[src/rtl/multicycle_control.sv]
// Moore control FSM for the multi-cycle MIPS-subset core (add, addi, lw, sw, beq).
// All controls are registered alongside the state and always equal the decode of the state register.
module multicycle_control (
    input  logic        clk,
    input  logic        reset,
    input  logic        run,
    input  logic [5:0]  opcode,
    input  logic [5:0]  funct,
    input  logic        zero,
    output logic [3:0]  alu_op,
    output logic        alu_src_a,
    output logic [1:0]  alu_src_b,
    output logic [1:0]  pc_source,
    output logic        pc_write,
    output logic        pc_write_cond,
    output logic        i_or_d,
    output logic        mem_read,
    output logic        mem_write,
    output logic        ir_write,
    output logic        reg_write,
    output logic        reg_dst,
    output logic        mem_to_reg,
    output logic        illegal,
    output logic [3:0]  state,
    output logic [31:0] instr_count
);

    localparam logic [5:0] OP_RTYPE = 6'h00;
    localparam logic [5:0] OP_ADDI  = 6'h08;
    localparam logic [5:0] OP_LW    = 6'h23;
    localparam logic [5:0] OP_SW    = 6'h2B;
    localparam logic [5:0] OP_BEQ   = 6'h04;
    localparam logic [5:0] FN_ADD   = 6'h20;

    localparam logic [3:0] ALU_ADD  = 4'b0000;
    localparam logic [3:0] ALU_SUB  = 4'b0001;

    typedef enum logic [3:0] {
        S_IDLE     = 4'd0,
        S_FETCH    = 4'd1,
        S_DECODE   = 4'd2,
        S_MEMADDR  = 4'd3,
        S_MEMREAD  = 4'd4,
        S_MEMWB    = 4'd5,
        S_MEMWRITE = 4'd6,
        S_REXEC    = 4'd7,
        S_RWB      = 4'd8,
        S_ADDIEXEC = 4'd9,
        S_ADDIWB   = 4'd10,
        S_BRANCH   = 4'd11,
        S_ILLEGAL  = 4'd15
    } state_t;

    typedef struct packed {
        logic [3:0] alu_op;
        logic       alu_src_a;
        logic [1:0] alu_src_b;
        logic [1:0] pc_source;
        logic       pc_write;
        logic       pc_write_cond;
        logic       i_or_d;
        logic       mem_read;
        logic       mem_write;
        logic       ir_write;
        logic       reg_write;
        logic       reg_dst;
        logic       mem_to_reg;
    } ctrl_t;

    state_t      state_r;
    state_t      nxt_state_s;
    ctrl_t       ctrl_r;
    ctrl_t       nxt_ctrl_s;
    logic        illegal_r;
    logic        retire_s;
    logic [31:0] count_r;
    logic        zero_unused_s;

    // Final states retire an instruction on the edge that leaves them.
    function automatic logic is_final_f(input state_t s);
        logic fin;
        case (s)
            S_MEMWB, S_MEMWRITE, S_RWB, S_ADDIWB, S_BRANCH: fin = 1'b1;
            default:                                         fin = 1'b0;
        endcase
        return fin;
    endfunction

    // Unknown opcodes, unknown R-type functs and corrupt state encodings all end in the trap.
    function automatic state_t next_state_f(input state_t     cur,
                                            input logic       run_i,
                                            input logic [5:0] op,
                                            input logic [5:0] fn);
        state_t nxt;
        case (cur)
            S_IDLE:     nxt = run_i ? S_FETCH : S_IDLE;
            S_FETCH:    nxt = S_DECODE;
            S_DECODE: begin
                if ((op == OP_LW) || (op == OP_SW)) begin
                    nxt = S_MEMADDR;
                end else if ((op == OP_RTYPE) && (fn == FN_ADD)) begin
                    nxt = S_REXEC;
                end else if (op == OP_ADDI) begin
                    nxt = S_ADDIEXEC;
                end else if (op == OP_BEQ) begin
                    nxt = S_BRANCH;
                end else begin
                    nxt = S_ILLEGAL;
                end
            end
            S_MEMADDR: begin
                if (op == OP_LW) begin
                    nxt = S_MEMREAD;
                end else if (op == OP_SW) begin
                    nxt = S_MEMWRITE;
                end else begin
                    nxt = S_ILLEGAL;
                end
            end
            S_MEMREAD:  nxt = S_MEMWB;
            S_REXEC:    nxt = S_RWB;
            S_ADDIEXEC: nxt = S_ADDIWB;
            S_MEMWB, S_MEMWRITE, S_RWB, S_ADDIWB, S_BRANCH:
                        nxt = run_i ? S_FETCH : S_IDLE;
            S_ILLEGAL:  nxt = S_ILLEGAL;
            default:    nxt = S_ILLEGAL;
        endcase
        return nxt;
    endfunction

    // Control word for each state; anything not set stays 0.
    function automatic ctrl_t decode_f(input state_t s);
        ctrl_t c;
        c        = '0;
        c.alu_op = ALU_ADD;
        case (s)
            S_FETCH: begin
                c.mem_read  = 1'b1;
                c.ir_write  = 1'b1;
                c.pc_write  = 1'b1;
                c.alu_src_a = 1'b0;
                c.alu_src_b = 2'b01;
                c.pc_source = 2'b00;
            end
            S_DECODE: begin
                // Branch target PC+4+(imm<<2) lands in ALUOut ahead of BRANCH.
                c.alu_src_a = 1'b0;
                c.alu_src_b = 2'b11;
            end
            S_MEMADDR: begin
                c.alu_src_a = 1'b1;
                c.alu_src_b = 2'b10;
            end
            S_MEMREAD: begin
                c.mem_read = 1'b1;
                c.i_or_d   = 1'b1;
            end
            S_MEMWB: begin
                c.reg_write  = 1'b1;
                c.mem_to_reg = 1'b1;
                c.reg_dst    = 1'b0;
            end
            S_MEMWRITE: begin
                c.mem_write = 1'b1;
                c.i_or_d    = 1'b1;
            end
            S_REXEC: begin
                c.alu_src_a = 1'b1;
                c.alu_src_b = 2'b00;
            end
            S_RWB: begin
                c.reg_write  = 1'b1;
                c.reg_dst    = 1'b1;
                c.mem_to_reg = 1'b0;
            end
            S_ADDIEXEC: begin
                c.alu_src_a = 1'b1;
                c.alu_src_b = 2'b10;
            end
            S_ADDIWB: begin
                c.reg_write = 1'b1;
                c.reg_dst   = 1'b0;
            end
            S_BRANCH: begin
                c.alu_src_a     = 1'b1;
                c.alu_src_b     = 2'b00;
                c.alu_op        = ALU_SUB;
                c.pc_write_cond = 1'b1;
                c.pc_source     = 2'b01;
            end
            default: begin
                c        = '0;
                c.alu_op = ALU_ADD;
            end
        endcase
        return c;
    endfunction

    // Next state, its control word and the retire strobe for the current cycle.
    always_comb begin
        nxt_state_s = next_state_f(state_r, run, opcode, funct);
        nxt_ctrl_s  = decode_f(nxt_state_s);
        retire_s    = is_final_f(state_r);
    end

    // zero only feeds the datapath's pc_write | (pc_write_cond & zero) gate.
    assign zero_unused_s = zero;

    // State, registered controls, sticky trap flag and retire counter.
    always_ff @(posedge clk) begin
        if (reset) begin
            state_r   <= S_IDLE;
            ctrl_r    <= '0;
            illegal_r <= 1'b0;
            count_r   <= 32'd0;
        end else begin
            state_r   <= nxt_state_s;
            ctrl_r    <= nxt_ctrl_s;
            illegal_r <= illegal_r | (nxt_state_s == S_ILLEGAL);
            if (retire_s) begin
                count_r <= count_r + 32'd1;
            end else begin
                count_r <= count_r;
            end
        end
    end

    assign alu_op        = ctrl_r.alu_op;
    assign alu_src_a     = ctrl_r.alu_src_a;
    assign alu_src_b     = ctrl_r.alu_src_b;
    assign pc_source     = ctrl_r.pc_source;
    assign pc_write      = ctrl_r.pc_write;
    assign pc_write_cond = ctrl_r.pc_write_cond;
    assign i_or_d        = ctrl_r.i_or_d;
    assign mem_read      = ctrl_r.mem_read;
    assign mem_write     = ctrl_r.mem_write;
    assign ir_write      = ctrl_r.ir_write;
    assign reg_write     = ctrl_r.reg_write;
    assign reg_dst       = ctrl_r.reg_dst;
    assign mem_to_reg    = ctrl_r.mem_to_reg;
    assign illegal       = illegal_r;
    assign state         = state_r;
    assign instr_count   = count_r;

endmodule

[config.mk]
export PLATFORM = sky130hd
export DESIGN_NAME = multicycle_control
export DESIGN_NICKNAME = d
export VERILOG_FILES = /design/src/rtl/multicycle_control.sv
export SDC_FILE = /design/constraint.sdc
export NUM_CORES = 1
export LEC_CHECK = 0
export CAP_MARGIN = 30
export CORE_ASPECT_RATIO = 2
export CORE_MARGIN = 5
export CORE_UTILIZATION = 43
export DETAILED_ROUTE_END_ITERATION = 8
export GPL_ROUTABILITY_DRIVEN = 0
export PLACE_DENSITY = 0.76
export SKIP_CTS_REPAIR_TIMING = 1
export SYNTH_ARGS = -nofsm -noshare
export SYNTH_HDL_FRONTEND = slang
export SYNTH_SLANG_ARGS = --single-unit
[constraint.sdc]
create_clock -name clk -period 1.6 [get_ports clk]
set_input_delay 0.16 -clock clk [delete_from_list [all_inputs] [get_ports clk]]
set_output_delay 0.16 -clock clk [all_outputs]
set_load 0.03 [all_outputs]
==> out/qor.yml <==
outcome:
  status: "finished with violations"
  violations: "setup timing"
power_and_ir_drop:
  power_mw: 5.38
  ir_drop_uv: 1340
  p_leak_nw: 2.17
  power_density_mw_per_mm2: 1290
clock_network:
  cts.reportedPaths.clkPinSlew_ns: 0.09
  cts_buffers: 5
  clock_path_buffers: 2
  htreeDepth: 2
  clockRootBuffer: "clkbuf_8"
  insertion_delay_ns: 0.31
  clock_sinks: 48
  cts_tree: "yes"
global_routing:
  gr-usage-all-layers: 0.193
  antenna_found_initial: 0
  grt_overflow_total: 0
  grt_max_degree: 27
  grt_pass1_vias: 2621
  grt_pass1_wl_mm: 11.6
sta:
  relSlewSlack: 0.663
  fin_ws_ns: -0.148
  min_period_ns: 1.75
  post-route-period-util: 1.09
  whs_ns: 0.490
  finalMaxSlewViolations: 0
  fin_skew_ns: 0.00942
  timing.setup.tns_ns: -2.24
  setup-violations-final: 30
  hold_viol: 0
  rsz0062_at_grt: "yes"
  tightest_slew_ns: 0.502
  clock.fmax_mhz: 572
logic_synthesis:
  synth_cells: 276
  ys_types: 56
  postSynthAreaPerCell_um2: 8.83
  synth_edf_count: 0
  synthArstFlopShare: 0
  ys_seq_elements: 48
  ys_seq_area_frac: 0.394
  yosys_warnings: 0
  syn-cell-area_mm2: 0.00244
  synth_ff_type: "dfxtp_1"
setup_path:
  crit_path_max_fanout: 5
  start_kind: "input port"
  cp-end-kind: "flop"
  required_ns: 1.86
  path_class: "in -> reg"
  worstPathArrival_ns: 2.01
run:
  cap_violations: 0
placement:
  port_buffers: 65
  placed_cells: 447
  hpwl_mm: 5.33
layout:
  final_core_util: 0.761
  area_growth_pct: 70.8
  stdcell_count: 463
  drive_above_1_share: 0.380
  insertedDiodeCount: 0
  nets: 419
  largest_register_ffs: 32
floorplan:
  die_h_um: 116
  die_area_mm2: 0.00736
  initial_core_util: 0.446
  die_w_um: 63.2
  core_mm2: 0.00547
  num_rows: 38
  io_pins: 71
drt:
  wire_per_inst_um: 16.9
  vias: 2623
  antenna_left: 0
  drc: 0
  drt_iter0_markers: 92
  drtPass1Iterations: 4
  vias_per_cell: 5.67
  routed_wirelength_mm: 7.80
worst_hold_path:
  hold_path_class: "reg -> reg"
[final timing paths]
check / start / cells past startpoint / slack (ns) / end
hold / removal: illegal / 1 / 0.49 / illegal
setup reg to reg: state[0] / 6 / -0.14 / instr_count[14]
setup / recovery: opcode[1] / 6 / -0.15 / reg_dst
hold reg to reg: illegal / 1 / 0.49 / illegal
[kinds of logic (layout without fill, tap and decap cells)]
group | after synthesis | after routing | synth area share
simple gates | 128 | 128 | 0.312
other cells | 1 | 4 | 0.00154
compound gates | 45 | 46 | 0.131
buf+inv | 28 | 151 | 0.0652
mux | 1 | 1 | 0.00411
fa+ha+maj | 2 | 2 | 0.00975
flops | 48 | 48 | 0.394
xor+xnor | 23 | 23 | 0.0826
[synthesized netlist by cell type, types with 2 or more instances]
library cell | n | area, µm²
nand4_2 | 2 | 25.0
nand4_1 | 10 | 62.6
nand2b_1 | 5 | 31.3
xnor2_1 | 16 | 140
and3_1 | 2 | 12.5
a31oi_1 | 3 | 18.8
nor2_1 | 27 | 101
buf_4 | 8 | 60.1
nor3_1 | 9 | 45.0
inv_1 | 12 | 45.0
o21ai_0 | 12 | 60.1
clkbuf_1 | 4 | 15.0
nor4b_1 | 3 | 26.3
nor4_2 | 5 | 62.6
o21ba_2 | 2 | 20.0
and4_1 | 6 | 52.6
a21oi_1 | 12 | 60.1
nor2b_1 | 3 | 18.8
nor4_1 | 6 | 37.5
nand2_1 | 19 | 71.3
buf_6 | 3 | 33.8
or3_1 | 9 | 56.3
nand3_1 | 12 | 60.1
dfxtp_1 | 48 | 961
xor2_1 | 7 | 61.3
[layout make-up]
cell class,count,area (µm²)
timing repair buffer,131,1270
clock inverter,2,38.8
sequential,48,1000
tap,60,75.1
clock buffer,6,93.8
fill,342,1310
inverter,12,45.0
multi-input combinational,204,1640
[through the flow]
| stage | instance area (µm²) | setup slack [ns] |
|---|---|---|
| after detailed placement | 3640 | -0.431 |
| after CTS | 3770 | -0.184 |
| after global routing | 4160 | -0.252 |
| final | 4160 | -0.148 |
| after floorplan | 2560 | -0.121 |
| after global placement | 3640 | -0.401 |
[worst max-delay path: stages]
cell             delay, ns
clkdlybuf4s50_1       0.54
and4bb_4              0.33
a31oi_4               0.10
a211o_4               0.37
or2_4                 0.27
and4bb_1              0.23
[where the power goes]
part           total [mW]  switching [mW]  leakage [nW]  internal (mW)
Combinational        2.87            1.54          1.70           1.32
Clock               0.998           0.432        0.0669          0.566
Sequential           1.52           0.146         0.400           1.37
[metal layers]
layer | vias to the layer above | GRT usage | share of wire
li1 | 1241 | - | -
met1 | 1261 | 0.180 | 0.34
met2 | 95 | 0.363 | 0.57
met3 | 26 | 0.0433 | 0.047
met4 | 0 | 0.136 | 0.035
met5 | - | 0 | 0
[placed cells by master, fill, tap and decap left out, drive strengths merged, types with 4 or more instances in the layout]
master and instances:
a21oi 13, and4 6, buf 66, clkbuf 6
clkdlybuf4s50 29, conb 4, dfxtp 48, dlymetal6s2s 36
inv 13, nand2 19, nand2b 5, nand3 12
nand4 12, nor2 27, nor2b 4, nor3 10
nor4 11, o21ai 12, or3 9, xnor2 16
xor2 7
No activity file was read; power rests on OpenSTA's default activity.
